<file path="src/rtl/mem_lsu_pkg.sv">
// Shared op codes, exception codes and FSM states for the load/store unit.
// Also small op-classification helpers used by the control logic.
package mem_lsu_pkg;

  typedef enum logic [3:0] {
    OP_LB  = 4'd0,
    OP_LBU = 4'd1,
    OP_LH  = 4'd2,
    OP_LHU = 4'd3,
    OP_LW  = 4'd4,
    OP_SB  = 4'd5,
    OP_SH  = 4'd6,
    OP_SW  = 4'd7,
    OP_LL  = 4'd8,
    OP_SC  = 4'd9
  } op_e;

  typedef enum logic [1:0] {
    EXC_NONE = 2'd0,
    EXC_ADEL = 2'd1,
    EXC_ADES = 2'd2,
    EXC_BUS  = 2'd3
  } exc_e;

  typedef enum logic [1:0] {
    ST_IDLE = 2'd0,
    ST_BUSY = 2'd1,
    ST_DONE = 2'd2
  } state_e;

  function automatic logic is_store(input logic [3:0] op);
    return (op == OP_SB) || (op == OP_SH) ||
           (op == OP_SW) || (op == OP_SC);
  endfunction

  function automatic logic is_load(input logic [3:0] op);
    return (op == OP_LB) || (op == OP_LBU) ||
           (op == OP_LH) || (op == OP_LHU) ||
           (op == OP_LW) || (op == OP_LL);
  endfunction

  function automatic logic misaligned(
    input logic [3:0] op,
    input logic [1:0] off
  );
    logic r;
    r = 1'b0;
    if ((op == OP_LH) || (op == OP_LHU) || (op == OP_SH))
      r = off[0];
    else if ((op == OP_LW) || (op == OP_LL) ||
             (op == OP_SW) || (op == OP_SC))
      r = (off != 2'b00);
    return r;
  endfunction

endpackage

</file>
<file path="src/rtl/mem_lsu_lane_fmt.sv">
// Big-endian lane select, store replication and load extraction/extension.
// Purely combinational; shared by request setup and response capture.
module lsu_lane_fmt
  import mem_lsu_pkg::*;
(
  input  logic [3:0]  op_i,
  input  logic [1:0]  off_i,
  input  logic [31:0] wdata_i,
  input  logic [31:0] rdata_i,
  output logic [3:0]  sel_o,
  output logic [31:0] wdata_o,
  output logic [31:0] load_o
);

  logic [7:0]  byte_w;
  logic [15:0] half_w;
  logic [3:0]  bsel;
  logic [3:0]  hsel;

  always_comb begin
    byte_w = 8'h00;
    unique case (off_i)
      2'd0: byte_w = rdata_i[31:24];
      2'd1: byte_w = rdata_i[23:16];
      2'd2: byte_w = rdata_i[15:8];
      2'd3: byte_w = rdata_i[7:0];
    endcase
    half_w = off_i[1] ? rdata_i[15:0] : rdata_i[31:16];
    bsel   = 4'b1000 >> off_i;
    hsel   = off_i[1] ? 4'b0011 : 4'b1100;

    sel_o   = 4'b1111;
    wdata_o = wdata_i;
    load_o  = 32'h0;
    case (op_i)
      OP_LB: begin
        sel_o  = bsel;
        load_o = {{24{byte_w[7]}}, byte_w};
      end
      OP_LBU: begin
        sel_o  = bsel;
        load_o = {24'h0, byte_w};
      end
      OP_SB: begin
        sel_o   = bsel;
        wdata_o = {4{wdata_i[7:0]}};
      end
      OP_LH: begin
        sel_o  = hsel;
        load_o = {{16{half_w[15]}}, half_w};
      end
      OP_LHU: begin
        sel_o  = hsel;
        load_o = {16'h0, half_w};
      end
      OP_SH: begin
        sel_o   = hsel;
        wdata_o = {2{wdata_i[15:0]}};
      end
      OP_LW, OP_LL: load_o = rdata_i;
      default: ;
    endcase
  end

endmodule

</file>
<file path="src/rtl/mem_lsu.sv">
// MEM-stage load/store unit: alignment check, single-outstanding bus
// transfer with timeout, LL/SC link tracking and flush discard.
module mem_lsu
  import mem_lsu_pkg::*;
#(
  parameter int unsigned TIMEOUT = 255,
  parameter int unsigned ADDR_W  = 32
) (
  input  logic              clk,
  input  logic              rst,
  input  logic              req_valid_i,
  input  logic [3:0]        op_i,
  input  logic [ADDR_W-1:0] addr_i,
  input  logic [31:0]       wdata_i,
  input  logic              flush_i,
  output logic              stall_o,
  output logic [31:0]       rdata_o,
  output logic              rdata_valid_o,
  output logic [1:0]        except_o,
  output logic [ADDR_W-1:0] badvaddr_o,
  output logic              bus_req_o,
  output logic              bus_we_o,
  output logic [3:0]        bus_sel_o,
  output logic [ADDR_W-1:0] bus_addr_o,
  output logic [31:0]       bus_wdata_o,
  input  logic              bus_ack_i,
  input  logic [31:0]       bus_rdata_i
);

  localparam logic [15:0] TO_LAST = 16'(TIMEOUT - 1);

  state_e            state_q, state_d;
  logic [15:0]       cnt_q, cnt_d;
  logic              link_q, link_d;
  logic              discard_q, discard_d;
  logic [ADDR_W-1:0] addr_q, addr_d;
  logic [3:0]        sel_q, sel_d;
  logic [31:0]       wdata_q, wdata_d;
  logic [3:0]        op_q, op_d;
  logic [31:0]       rdata_q, rdata_d;
  logic [1:0]        exc_q, exc_d;

  logic [3:0]  fmt_op;
  logic [1:0]  fmt_off;
  logic [3:0]  fmt_sel;
  logic [31:0] fmt_wdata;
  logic [31:0] fmt_load;
  logic        accept;
  logic        fault;
  logic        op_ok;

  assign fmt_op  = (state_q == ST_IDLE) ? op_i : op_q;
  assign fmt_off = (state_q == ST_IDLE) ? addr_i[1:0] : addr_q[1:0];

  lsu_lane_fmt u_fmt (
    .op_i    (fmt_op),
    .off_i   (fmt_off),
    .wdata_i (wdata_i),
    .rdata_i (bus_rdata_i),
    .sel_o   (fmt_sel),
    .wdata_o (fmt_wdata),
    .load_o  (fmt_load)
  );

  assign accept = req_valid_i && !flush_i;
  assign fault  = misaligned(op_i, addr_i[1:0]);
  assign op_ok  = is_load(op_i) || is_store(op_i);

  always_comb begin
    state_d   = state_q;
    cnt_d     = cnt_q;
    link_d    = link_q;
    discard_d = discard_q;
    addr_d    = addr_q;
    sel_d     = sel_q;
    wdata_d   = wdata_q;
    op_d      = op_q;
    rdata_d   = rdata_q;
    exc_d     = exc_q;

    stall_o       = 1'b0;
    rdata_o       = 32'h0;
    rdata_valid_o = 1'b0;
    except_o      = EXC_NONE;
    badvaddr_o    = '0;
    bus_req_o     = 1'b0;
    bus_we_o      = 1'b0;
    bus_sel_o     = 4'b0000;
    bus_addr_o    = '0;
    bus_wdata_o   = 32'h0;

    unique case (state_q)
      ST_IDLE: begin
        if (accept && op_ok) begin
          if (fault) begin
            except_o   = is_store(op_i) ? EXC_ADES : EXC_ADEL;
            badvaddr_o = addr_i;
            link_d     = 1'b0;
          end else if ((op_i == OP_SC) && !link_q) begin
            rdata_valid_o = 1'b1;
          end else begin
            stall_o   = 1'b1;
            state_d   = ST_BUSY;
            cnt_d     = 16'h0;
            discard_d = 1'b0;
            addr_d    = addr_i;
            sel_d     = fmt_sel;
            wdata_d   = fmt_wdata;
            op_d      = op_i;
          end
        end
      end
      ST_BUSY: begin
        stall_o     = 1'b1;
        bus_req_o   = 1'b1;
        bus_we_o    = is_store(op_q);
        bus_sel_o   = sel_q;
        bus_addr_o  = {addr_q[ADDR_W-1:2], 2'b00};
        bus_wdata_o = wdata_q;
        if (flush_i) discard_d = 1'b1;
        if (bus_ack_i) begin
          if (discard_q || flush_i) begin
            state_d = ST_IDLE;
          end else begin
            state_d = ST_DONE;
            exc_d   = EXC_NONE;
            rdata_d = (op_q == OP_SC) ? 32'h1 : fmt_load;
            if (op_q == OP_LL) link_d = 1'b1;
            if (op_q == OP_SC) link_d = 1'b0;
          end
        end else if (cnt_q == TO_LAST) begin
          state_d = ST_DONE;
          exc_d   = EXC_BUS;
          link_d  = 1'b0;
        end else begin
          cnt_d = cnt_q + 16'h1;
        end
      end
      ST_DONE: begin
        state_d = ST_IDLE;
        if (exc_q != EXC_NONE) begin
          except_o   = exc_q;
          badvaddr_o = addr_q;
        end else if (is_load(op_q) || (op_q == OP_SC)) begin
          rdata_valid_o = 1'b1;
          rdata_o       = rdata_q;
        end
      end
      default: state_d = ST_IDLE;
    endcase

    if (flush_i) link_d = 1'b0;

    // Outputs are forced quiet while reset is held, whatever the state.
    if (rst) begin
      stall_o       = 1'b0;
      rdata_o       = 32'h0;
      rdata_valid_o = 1'b0;
      except_o      = EXC_NONE;
      badvaddr_o    = '0;
      bus_req_o     = 1'b0;
      bus_we_o      = 1'b0;
      bus_sel_o     = 4'b0000;
      bus_addr_o    = '0;
      bus_wdata_o   = 32'h0;
    end
  end

  always_ff @(posedge clk) begin
    if (rst) begin
      state_q   <= ST_IDLE;
      cnt_q     <= 16'h0;
      link_q    <= 1'b0;
      discard_q <= 1'b0;
      addr_q    <= '0;
      sel_q     <= 4'b0000;
      wdata_q   <= 32'h0;
      op_q      <= 4'h0;
      rdata_q   <= 32'h0;
      exc_q     <= 2'b00;
    end else begin
      state_q   <= state_d;
      cnt_q     <= cnt_d;
      link_q    <= link_d;
      discard_q <= discard_d;
      addr_q    <= addr_d;
      sel_q     <= sel_d;
      wdata_q   <= wdata_d;
      op_q      <= op_d;
      rdata_q   <= rdata_d;
      exc_q     <= exc_d;
    end
  end

endmodule

</file>
<file path="config.mk">
export PLATFORM = sky130hd
export DESIGN_NAME = mem_lsu
export DESIGN_NICKNAME = d
export VERILOG_FILES = /design/src/rtl/mem_lsu_pkg.sv /design/src/rtl/mem_lsu_lane_fmt.sv /design/src/rtl/mem_lsu.sv
export SDC_FILE = /design/constraint.sdc
export NUM_CORES = 1
export LEC_CHECK = 0
export BUFFER_PORTS_ARGS = -buffer_cell sky130_fd_sc_hd__buf_2
export CELL_PAD_IN_SITES_DETAIL_PLACEMENT = 0
export CELL_PAD_IN_SITES_GLOBAL_PLACEMENT = 1
export CORE_MARGIN = 5
export CORE_UTILIZATION = 40
export CTS_BUF_LIST = sky130_fd_sc_hd__clkbuf_2 sky130_fd_sc_hd__clkbuf_4 sky130_fd_sc_hd__clkbuf_8
export CTS_CLUSTER_SIZE = 16
export DETAILED_ROUTE_END_ITERATION = 8
export PLACE_DENSITY = 0.85
export SYNTH_ARGS = -nofsm -noshare
export SYNTH_HDL_FRONTEND = slang
export SYNTH_HIERARCHICAL = 1
export SYNTH_SLANG_ARGS = --single-unit
export TNS_END_PERCENT = 20
</file>
<file path="constraint.sdc">
create_clock -name clk -period 6.7 [get_ports clk]
set_clock_uncertainty 0.1 [all_clocks]
set_input_delay 0.335 -clock clk [delete_from_list [all_inputs] [get_ports clk]]
set_output_delay 0.335 -clock clk [all_outputs]
set_load 0.02 [all_outputs]
</file>
==> impl_results.md <==
- Clock Tree Buf Depth: 2
- Critical path launch point type: register
- Number of gates resized after cts: 0
- Insertion delay of the later-clocked pin in the worst-skew pair: approximately 0.45 ns
- Hold WC Path Type: in2reg
- Slack of the critical path: 3.40 ns
- Sum of overflow across all layers after global routing: 0
- Time the final worst path needs with I/O delays and setup: between 3 and 4 ns
- Initial antenna violation count: 3
- Number of rows created at floorplan: between 50 and 60
- Fraction of layout cells with a size suffix above 1: 0.276
- Max transition margin: 0.334
- Routed wire per std cell: roughly 18 um
- Leading cell types by total area after synthesis: sky130_fd_sc_hd__dfxtp_1 32%, sky130_fd_sc_hd__and2_1 7.8%, sky130_fd_sc_hd__a21oi_1 6.6%, sky130_fd_sc_hd__a22oi_1 6.1%, sky130_fd_sc_hd__nand3_1 5.1%
- Most frequently used cell type in the post-synthesis netlist: sky130_fd_sc_hd__dfxtp_1
- Number of buffers created by CTS: 17
- Syn_area_per_cell: 7.52 um2
- Non-filler instance count after layout: about 1,500
- Data required, critical path: 6.26 ns
- Initial detailed-routing violation count: 679
- Sink of the worst hold path: addr_q[18]
- Slew Limit Fails: 0
- Outcome: finished clean
- R2R Setup Slk: about 3.5 ns
- Sequential share of the synthesized area: 0.317
- Mapped cell area: just under 8000 um2
- Cell accounting for the most synthesized area: sky130_fd_sc_hd__dfxtp_1
- Area added between synthesis and finish: 17.7%
- Combined global-route utilization of all metal layers: 0.223
- Antenna diodes: 0
- Number of nets still failing antenna checks after routing: 0
- Register clock-pin slew on the reported worst setup and hold paths: about 0.08 ns
- Actual slew at the worst max-slew pin: 0.999 ns
- Die outline width: approximately 150 um
- Fill cell total of the finished layout: between 2,000 and 2,500
- Post-synth ARST share: 0
- Setup repair after global routing missed its margin: false
- Final GP Congestion: slightly below 0.9
- Number of distinct library cell variants in the gate-level netlist after synthesis: 75
- Most numerous cell types in the synthesized netlist: 125 x sky130_fd_sc_hd__dfxtp_1, 104 x sky130_fd_sc_hd__a21oi_1, 102 x sky130_fd_sc_hd__nor2_1
- Initial cell density of the core: 0.406
- Worst setup timing slack at the placement stage: roughly 3.6 ns
- First-pass iteration count of the detailed router: 6
- Setup repair bufs after CTS: 0
- Crit. End Element: output pin
- Worst-case vdd ir drop: between 0.1 and 0.15 mV
- Post-synth top area share: 0.317
- H-tree levels: 4
- Period utilization: 0.493
- Number of flops mapped to enable cells by yosys: 0
- Max-cap violations: 0
- Number of global-route vias before repair: a little under 8,000
- Final setup violation count: 0
- Clock tree from TritonCTS: done
- Maximum operating frequency: 303 MHz
- Final total power: roughly 1.8 mW
- Count of input and output buffers: 240
- Post-DP HPWL: between 15,000 and 20,000 um
- Destination of the worst register-to-register timing path: rdata_q[27]
- Post-detailed-routing wire length: around 26,000 um
- Total number of vias: around 8,300
- Die Height: about 150 um
- Most used flip-flop cell after synthesis: sky130_fd_sc_hd__dfxtp_1
- Count of boundary I/O pins: between 200 and 250
- Total Die Area: 22,700 um2
- Cell at the root of the clock tree: sky130_fd_sc_hd__clkbuf_8
- Number of cells on the worst reg-to-reg path: 7
- Pin count of the biggest net entering global routing: 80
- Final setup TNS: 0 ns
- Area of the core: between 15,000 and 20,000 um2
- Critical path arrival: approximately 2.9 ns
- Post-placement cell count: approximately 1,500
- Number of storage elements in the synthesis netlist: 125
- Static Leak: ~3.8 nW
- Areal power density over the cells: about 190 nW/um2
- Sinks on Clock Net: 125
- Category of the most critical setup path: reg2out
- Hold-fix buffers, CTS: 0
- Worst hold path depth: 3
- Count of warnings emitted by yosys: 6
- Number of vias per cell after detailed routing: between 5 and 6
- Number of endpoints with negative hold slack in the final report: 0
- Cells after Synth: 1,051
- Origin of the worst min-delay path: addr_i[18]
- Highest net fanout along the worst path: 75
- First-pass GRT wire length: about 41,000 um
- DRC violations left: 0
- Critical register-to-register path startpoint: state_q[0]
- Count of nets after finishing: roughly 1,300
-- critical path, stage by stage (launching register included) --
cell and delay, ns:
sky130_fd_sc_hd__dfxtp_1 0.39, sky130_fd_sc_hd__nor2_4 0.24, sky130_fd_sc_hd__and4b_1 0.35, sky130_fd_sc_hd__and2_4 0.77
sky130_fd_sc_hd__a21oi_1 0.15, sky130_fd_sc_hd__nor3_1 0.27, sky130_fd_sc_hd__buf_2 0.23
-- metrics by stage --
step / hold slack, ns / utilization / area [um2]
4_1_cts: 0.0104 / 0.478 / 9300
6_report: 0.0394 / 0.478 / 9300
2_1_floorplan: 0.330 / - / 7900
5_1_grt: 0.0292 / 0.478 / 9300
3_5_place_dp: 0.354 / 0.457 / 8900
3_3_place_gp: 0.352 / 0.457 / 8900
-- placed cells by master (no fill, tap or decap), types with 13 or more instances in the layout --
master and count:
sky130_fd_sc_hd__a21oi_1 104, sky130_fd_sc_hd__a21oi_2 13, sky130_fd_sc_hd__a22oi_1 64, sky130_fd_sc_hd__and2_1 99, sky130_fd_sc_hd__buf_2 239, sky130_fd_sc_hd__clkbuf_8 19, sky130_fd_sc_hd__dfxtp_1 125, sky130_fd_sc_hd__inv_1 17
sky130_fd_sc_hd__mux2_2 14, sky130_fd_sc_hd__nand2_1 49, sky130_fd_sc_hd__nand3_1 80, sky130_fd_sc_hd__nor2_1 101, sky130_fd_sc_hd__o21ai_0 36, sky130_fd_sc_hd__o21ai_1 72
-- final cells by class --
cell class,count,area [um2],share of cell area
Multi-Input combinational cell,798,4730,0.509
Sequential cell,125,2500,0.269
Timing Repair Buffer,249,1270,0.137
Tap cell,265,332,0.0357
Clock buffer,21,277,0.0297
Clock inverter,8,118,0.0126
Inverter,18,67.6,0.00727
-- cell families after synthesis --
family                   after synthesis  synth area share
AO/OA/AOI/OAI                        368             0.293
XOR/XNOR                               3           0.00333
adder cells (fa/ha/maj)                2           0.00317
buffers and inverters                129            0.0882
flip-flops                           125             0.317
multiplexers                          25            0.0339
other                                  1          0.000475
AND/OR/NAND/NOR                      398             0.261
-- per-layer routing --
metal | vias to the layer above | track usage | share of wire
li1 | 4070 | - | -
met1 | 3929 | 0.310 | 0.45
met2 | 297 | 0.360 | 0.47
met3 | 25 | 0.0449 | 0.068
met4 | 6 | 0.0448 | 0.0088
met5 | - | 0 | 0.0013
-- state kept, by name, summed over array words and instances, names as in the netlist --
register   count
wdata_q       32
cnt_q         16
sel_q          4
rdata_q       32
state_q        2
discard_q      1
link_q         1
exc_q          1
addr_q        32
op_q           4
-- worst max-delay path by stage --
stage                    start            to  slack (ns)  cells after the start
finish              state_q[0]       stall_o        3.40                      6
CTS                 state_q[0]  bus_sel_o[2]        3.37                      6
global placement    state_q[0]   rdata_q[30]        3.71                      7
detailed placement  state_q[0]   rdata_q[29]        3.60                      7
floorplan           state_q[0]    rdata_q[0]        4.34                      9
global route        state_q[0]  bus_sel_o[2]        3.19                      6
-- where the power goes --
| group | total, mW | internal, mW | switching, mW | leakage, nW |
|---|---|---|---|---|
| logic | 0.289 | 0.0990 | 0.190 | 2.62 |
| registers | 0.772 | 0.761 | 0.0109 | 1.01 |
| clock network | 0.690 | 0.387 | 0.303 | 0.204 |
Note: power is estimated with default switching activity, not from simulation.
